File: config.mk
export PLATFORM = sky130hd
export DESIGN_NAME = fila_instrucoes_parametrizada
export DESIGN_NICKNAME = d
export VERILOG_FILES = /design/src/rtl/fila_pkg.sv /design/src/rtl/fila_armazenamento.sv /design/src/rtl/fila_instrucoes_parametrizada.sv
export SDC_FILE = /design/constraint.sdc
export NUM_CORES = 1
export LEC_CHECK = 0
export ABC_AREA = 1
export BUFFER_PORTS_ARGS = -buffer_cell sky130_fd_sc_hd__buf_2
export CELL_PAD_IN_SITES_DETAIL_PLACEMENT = 1
export CELL_PAD_IN_SITES_GLOBAL_PLACEMENT = 1
export CORE_ASPECT_RATIO = 1.1
export CORE_MARGIN = 2
export CORE_UTILIZATION = 45
export DETAILED_ROUTE_END_ITERATION = 6
export HOLD_SLACK_MARGIN = 0.03
export PLACE_DENSITY = 0.69
export REMOVE_ABC_BUFFERS = 1
export SETUP_SLACK_MARGIN = 0.15
export SLEW_MARGIN = 10
export SYNTH_ARGS = -nofsm -noshare
export SYNTH_HDL_FRONTEND = slang
export SYNTH_SLANG_ARGS = --single-unit
File: constraint.sdc
create_clock -name Clock -period 6.65 [get_ports Clock]
set_input_delay 0.9975 -clock Clock [delete_from_list [all_inputs] [get_ports Clock]]
set_output_delay 0.9975 -clock Clock [all_outputs]
set_load 0.02 [all_outputs]
File: src/rtl/fila_pkg.sv
// Shared definitions for the instruction queue: fetch FSM state encoding
// and default parameter values used by the top module and storage.
package fila_pkg;

  typedef enum logic [1:0] {
    FETCH = 2'd0,
    HOLD  = 2'd1,
    FLUSH = 2'd2
  } fila_estado_t;

  localparam int DEF_DATA_W   = 16;
  localparam int DEF_DEPTH    = 16;
  localparam int DEF_ADDR_W   = 8;
  localparam int DEF_RESET_PC = 0;

endpackage

File: src/rtl/fila_armazenamento.sv
// Queue storage: DEPTH x DATA_W array with one write port and one
// registered read port. The read register is the dispatched instruction,
// so it clears on reset and holds whenever no read is requested.
module fila_armazenamento
  import fila_pkg::*;
#(
  parameter int DATA_W = DEF_DATA_W,
  parameter int DEPTH  = DEF_DEPTH,
  localparam int PW    = $clog2(DEPTH)
) (
  input  logic              clk,
  input  logic              rst,
  input  logic              wr_en,
  input  logic [PW-1:0]     wr_addr,
  input  logic [DATA_W-1:0] wr_data,
  input  logic              rd_en,
  input  logic [PW-1:0]     rd_addr,
  output logic [DATA_W-1:0] rd_data
);

  logic [DATA_W-1:0] mem_r [DEPTH];
  logic [DATA_W-1:0] rd_data_r;

  // Array write; contents need no reset because pointers define validity.
  always_ff @(posedge clk) begin
    if (wr_en) begin
      mem_r[wr_addr] <= wr_data;
    end
  end

  // Registered read port; holds its value when no read is requested.
  always_ff @(posedge clk) begin
    if (rst) begin
      rd_data_r <= {DATA_W{1'b0}};
    end else if (rd_en) begin
      rd_data_r <= mem_r[rd_addr];
    end
  end

  assign rd_data = rd_data_r;

endmodule

File: src/rtl/fila_instrucoes_parametrizada.sv
// Parameterised instruction fetch queue. A three-state fetch FSM
// (FETCH/HOLD/FLUSH) reads instruction memory with one-cycle latency,
// never issuing more reads than there are free slots (stored + in flight).
// Flush empties the queue, drops the pending response and redirects the PC.
// Optional macro FILA_STATS_EN adds saturating pop statistics outputs.
module fila_instrucoes_parametrizada
  import fila_pkg::*;
#(
  parameter int DATA_W   = DEF_DATA_W,
  parameter int DEPTH    = DEF_DEPTH,
  parameter int ADDR_W   = DEF_ADDR_W,
  parameter int RESET_PC = DEF_RESET_PC,
  localparam int CW      = $clog2(DEPTH + 1),
  localparam int PW      = $clog2(DEPTH)
) (
  input  logic              Clock,
  input  logic              Reset,
  input  logic              Pop,
  input  logic              Flush,
  input  logic [ADDR_W-1:0] Flush_PC,
  output logic              Mem_Rd,
  output logic [ADDR_W-1:0] Mem_Addr,
  input  logic [DATA_W-1:0] Mem_Data,
  output logic [DATA_W-1:0] Instrucao_Despachada,
  output logic              Valid_Out,
  output logic              Full,
  output logic              Empty,
  output logic [CW-1:0]     Count
`ifdef FILA_STATS_EN
  ,
  output logic [31:0]       Pop_Total,
  output logic [31:0]       Pop_Vazio
`endif
);

  localparam logic [CW-1:0] DEPTH_CNT = CW'(DEPTH);
  localparam logic [CW:0]   DEPTH_OCC = (CW + 1)'(DEPTH);

  fila_estado_t      state_r;
  fila_estado_t      state_next_s;
  logic [ADDR_W-1:0] pc_r;
  logic [PW-1:0]     head_r;
  logic [PW-1:0]     tail_r;
  logic [CW-1:0]     count_r;
  logic [CW-1:0]     count_next_s;
  logic [CW:0]       occ_next_s;
  logic              inflight_r;
  logic              inflight_next_s;
  logic              valid_r;
  logic              full_r;
  logic              empty_r;
  logic              mem_rd_s;
  logic              wr_s;
  logic              pop_s;

  // Datapath control: read issue, accepted write, successful pop, next count.
  always_comb begin
    mem_rd_s        = 1'b0;
    wr_s            = 1'b0;
    pop_s           = 1'b0;
    inflight_next_s = 1'b0;
    count_next_s    = count_r;
    // Reset gates the strobe so no read is issued while reset is held.
    if ((state_r == FETCH) && !Reset) begin
      mem_rd_s = 1'b1;
    end else begin
      mem_rd_s = 1'b0;
    end
    // A response arriving in a flush cycle is discarded with the contents.
    wr_s            = inflight_r & ~Flush;
    pop_s           = Pop & ~empty_r & ~Flush;
    inflight_next_s = mem_rd_s & ~Flush;
    if (Flush) begin
      count_next_s = {CW{1'b0}};
    end else begin
      case ({wr_s, pop_s})
        2'b10:   count_next_s = count_r + CW'(1);
        2'b01:   count_next_s = count_r - CW'(1);
        default: count_next_s = count_r;
      endcase
    end
    occ_next_s = {1'b0, count_next_s} + {{CW{1'b0}}, inflight_next_s};
  end

  // Fetch FSM next state: FETCH exactly when a read can issue next cycle.
  always_comb begin
    state_next_s = state_r;
    if (Flush) begin
      state_next_s = FLUSH;
    end else begin
      case (state_r)
        FLUSH:       state_next_s = FETCH;
        FETCH, HOLD: state_next_s = (occ_next_s < DEPTH_OCC) ? FETCH : HOLD;
        default:     state_next_s = FETCH;
      endcase
    end
  end

  // State, PC, pointers, occupancy and status flags.
  always_ff @(posedge Clock) begin
    if (Reset) begin
      state_r    <= FETCH;
      pc_r       <= ADDR_W'(RESET_PC);
      head_r     <= {PW{1'b0}};
      tail_r     <= {PW{1'b0}};
      count_r    <= {CW{1'b0}};
      inflight_r <= 1'b0;
      valid_r    <= 1'b0;
      empty_r    <= 1'b1;
      full_r     <= 1'b0;
    end else begin
      state_r    <= state_next_s;
      count_r    <= count_next_s;
      inflight_r <= inflight_next_s;
      valid_r    <= pop_s;
      empty_r    <= (count_next_s == {CW{1'b0}});
      full_r     <= (count_next_s == DEPTH_CNT);
      if (Flush) begin
        pc_r   <= Flush_PC;
        head_r <= {PW{1'b0}};
        tail_r <= {PW{1'b0}};
      end else begin
        if (mem_rd_s) begin
          pc_r <= pc_r + ADDR_W'(1);
        end
        if (wr_s) begin
          tail_r <= tail_r + PW'(1);
        end
        if (pop_s) begin
          head_r <= head_r + PW'(1);
        end
      end
    end
  end

  fila_armazenamento #(
    .DATA_W (DATA_W),
    .DEPTH  (DEPTH)
  ) u_armazenamento (
    .clk     (Clock),
    .rst     (Reset),
    .wr_en   (wr_s),
    .wr_addr (tail_r),
    .wr_data (Mem_Data),
    .rd_en   (pop_s),
    .rd_addr (head_r),
    .rd_data (Instrucao_Despachada)
  );

  assign Mem_Rd    = mem_rd_s;
  assign Mem_Addr  = pc_r;
  assign Valid_Out = valid_r;
  assign Full      = full_r;
  assign Empty     = empty_r;
  assign Count     = count_r;

`ifdef FILA_STATS_EN
  logic [31:0] pop_total_r;
  logic [31:0] pop_vazio_r;

  // Saturating pop statistics; cleared only by reset, kept across flush.
  always_ff @(posedge Clock) begin
    if (Reset) begin
      pop_total_r <= 32'd0;
      pop_vazio_r <= 32'd0;
    end else begin
      if (pop_s && (pop_total_r != 32'hFFFF_FFFF)) begin
        pop_total_r <= pop_total_r + 32'd1;
      end
      if (Pop && empty_r && (pop_vazio_r != 32'hFFFF_FFFF)) begin
        pop_vazio_r <= pop_vazio_r + 32'd1;
      end
    end
  end

  assign Pop_Total = pop_total_r;
  assign Pop_Vazio = pop_vazio_r;
`endif

endmodule
==> flow_summary_export.csv <==
group,metric,value,unit
drt,met2_length,16.4,mm
global_routing,antenna_found_initial,0,
layout,drive_gt1_frac,0.165,
power,pwr_density_cell,288,mW/mm2
yosys,syn_area,0.0120,mm2
yosys,ys_types,36,
die,ios,61,
power,leakage,4.86,nW
sta,max_slew_margin,0.212,
global_routing,grt_max_degree,111,
drt,highest_layer,"met4",
drt,initialDrtViolationCount,535,
yosys,async_reset_ff_frac,0,
placed_design,gp_congestion,0.777,
setup_path,reg2reg_from,"head_r[0]",
clocking,path_clk_slew,0.06,ns
yosys,synthTopCellsByCount,"edfxtp_1 (256), nor2_1 (188), o21ai_0 (158), o22ai_1 (55), nand2_1 (48)",
setup_path,crit_fanout,110,
die,die_y,175,um
yosys,synth_top_area_frac,0.641,
die,rows,62,
setup_path,start_kind,"flop",
setup_path,cp_slowest_cell,"dfxtp_4",
min_path,hold_path_end,"Mem_Addr[5]",
drt,ant_nets,0,
placed_design,port_buffers,60,
clocking,clockRootBuffer,"clkbuf_16",
setup_path,arrival,3.25,ns
min_path,min_from,"Mem_Addr[5]",
sta,worst_slew_pin_slew,1.18,ns
sta,fin_crit_sh,0.424,
clocking,worstSkewPairLatency,0.55,ns
setup_path,crit_type,"flop to flop",
outcome,status,"finished, final reports clean",
setup_path,reg2reg_depth,8,
drt,drcViolationCount,0,
global_routing,grt_pass1_wl,50.5,mm
clocking,clock-sinks,299,
sta,fin_tns_setup,0,ns
clocking,post_cts_buffers,0,
sta,slew_viol_final,0,
layout,post-route-util,0.526,
min_path,hold-path-cell-count,2,
die,die_x,160,um
yosys,synth_area_leaders,"edfxtp_1 (64%), dfxtp_1 (7.2%), o21ai_0 (6.6%)",
die,coreArea,0.0261,mm2
setup_path,cpPeakStageDelay,0.62,ns
sta,period_needed,2.82,ns
global_routing,first_global_vias,8707,
yosys,yosysSeqAreaShare,0.713,
drt,dr.pass1.iters,5,
setup_path,worst_r2r_endpoint,"u_armazenamento.rd_data[6]",
yosys,syn_area_per_cell,12.0,um2
flow_run,cap_violations,0,
drt,wl,33.0,mm
power,finalPower,3.96,mW
layout,areaGrowthSynthToFinish,14.6,%
setup_path,cp.required,7.08,ns
layout,fin_nets,1092,
drt,wirelength_met1,14.0,mm
sta,hold_viol,0,
drt,wl_met3,1.88,mm
sta,setup-violations-final,0,
drt,wl_per_cell,23.1,um
clocking,htreeDepth,1,
yosys,syn_inst,998,
yosys,synth_edf_count,256,
yosys,synth_area_leader_cell,"edfxtp_1",
power,max-vdd-ir-drop,0.203,mV
drt,viasPerCell,5.71,
setup_path,endpoint_kind,"flop",
yosys,ys_warn_count,0,
setup_path,crit_chain,"clkinv_2 > buf_4 > o21ai_0 > o22ai_1 > o21ai_0 > o22ai_1 > o21bai_1 > inv_1",
clocking,cts_tree,"built",
layout,final.fill_count,2742,
global_routing,overflow,0,
clocking,cts_buffers,30,
sta,rsz0062_at_grt,"false",
yosys,synth_flop_cell,"edfxtp_1",
die,initial_utilization,0.459,
setup_path,rrSetupSlack,3.83,ns
sta,hold-worst-slack,0.505,ns
clocking,hold_buffers,0,
placed_design,placed_area,0.0127,mm2
min_path,min_path_type,"flop to flop",
yosys,yosysMostFrequentCell,"edfxtp_1",
sta,skew,0.0156,ns
sta,maxClockFrequency,355,MHz
yosys,synth_seq_cells,299,
layout,insertedDiodeCount,0,
die,dieArea,0.0280,mm2
placed_design,dp_hpwl,18.4,mm
drt,vias,8181,
clocking,postCtsResizedCells,0,
layout,stdcell_area,0.0137,mm2
clocking,cts.path.max_buffers,3,
global_routing,grt_use_total,0.236,
[layout make-up]
cell class | count | area [um2] | area share
Sequential cell | 299 | 8550 | 0.622
Multi-Input combinational cell | 588 | 3030 | 0.220
Clock buffer | 40 | 860 | 0.0625
Timing Repair Buffer | 85 | 488 | 0.0355
Tap cell | 352 | 440 | 0.0320
Inverter | 52 | 196 | 0.0143
Clock inverter | 16 | 179 | 0.0130
[cell families after synthesis]
group | after synthesis | share of synthesized area
xor gates and xnor gates | 3 | 0.00219
buffers and inverters | 111 | 0.0381
DFF | 299 | 0.713
and+or+nand+nor | 287 | 0.100
adders and majority gates | 8 | 0.00835
AOI/OAI and AO/OA | 290 | 0.138
[worst max-delay path by stage]
stage / from / endpoint / slack [ns] / cells after the start
6_report: head_r[0] / u_armazenamento.rd_data[6] / 3.83 / 8
4_1_cts: head_r[0] / u_armazenamento.rd_data[6] / 3.81 / 8
3_5_place_dp: Flush / state_r[0] / 3.55 / 11
2_1_floorplan: head_r[0] / u_armazenamento.rd_data[12] / 2.26 / 7
3_3_place_gp: Flush / state_r[0] / 3.56 / 11
5_1_grt: head_r[0] / u_armazenamento.rd_data[4] / 3.62 / 8
[critical path: cells and delay by family, from the launching register on]
kind | cells | cell delay (ns)
buffers and inverters | 3 | 1.02
AOI/OAI and AO/OA | 5 | 0.97
DFF | 1 | 0.62
[registers in the layout, indices dropped and copies added (netlist names), 2 cells and up]
| name | count |
|---|---|
| u_armazenamento.mem_r | 256 |
| head_r | 4 |
| u_armazenamento.rd_data | 16 |
| state_r | 2 |
| Mem_Addr | 8 |
| tail_r | 4 |
| Count | 5 |
[metrics by stage]
stage	instances	setup slack [ns]
finish	1432	3.83
floorplan	939	2.26
CTS	1432	3.81
global route	1432	3.62
global placement	1376	3.56
detailed placement	1376	3.55
[report_power, final]
group	internal, mW	switching [mW]
sequential	2.04	0.0110
combinational	0.0429	0.110
clock	1.06	0.696
[cells in the final DEF (no fill, tap or decap), drive strengths merged]
master      n
o22ai      55
edfxtp    256
xor2        1
dfxtp      43
bufinv      4
clkinvlp    2
nand3      31
o21bai     12
clkinv     12
ha          8
nor2      192
a21oi      16
o211ai      5
a31oi       5
a221oi      1
or2         1
nand4       3
clkbuf     40
o221ai     20
nor3        3
o21ai     176
buf        85
nor4        1
inv        50
nand2      56
xnor2       2
[per-layer routing]
layer / vias up / GRT usage
li1: 3751 / -
met1: 4131 / 0.320
met2: 246 / 0.406
met3: 53 / 0.0256
met4: 0 / 0.0678
met5: - / 0
(Power assumes the default switching activity.)
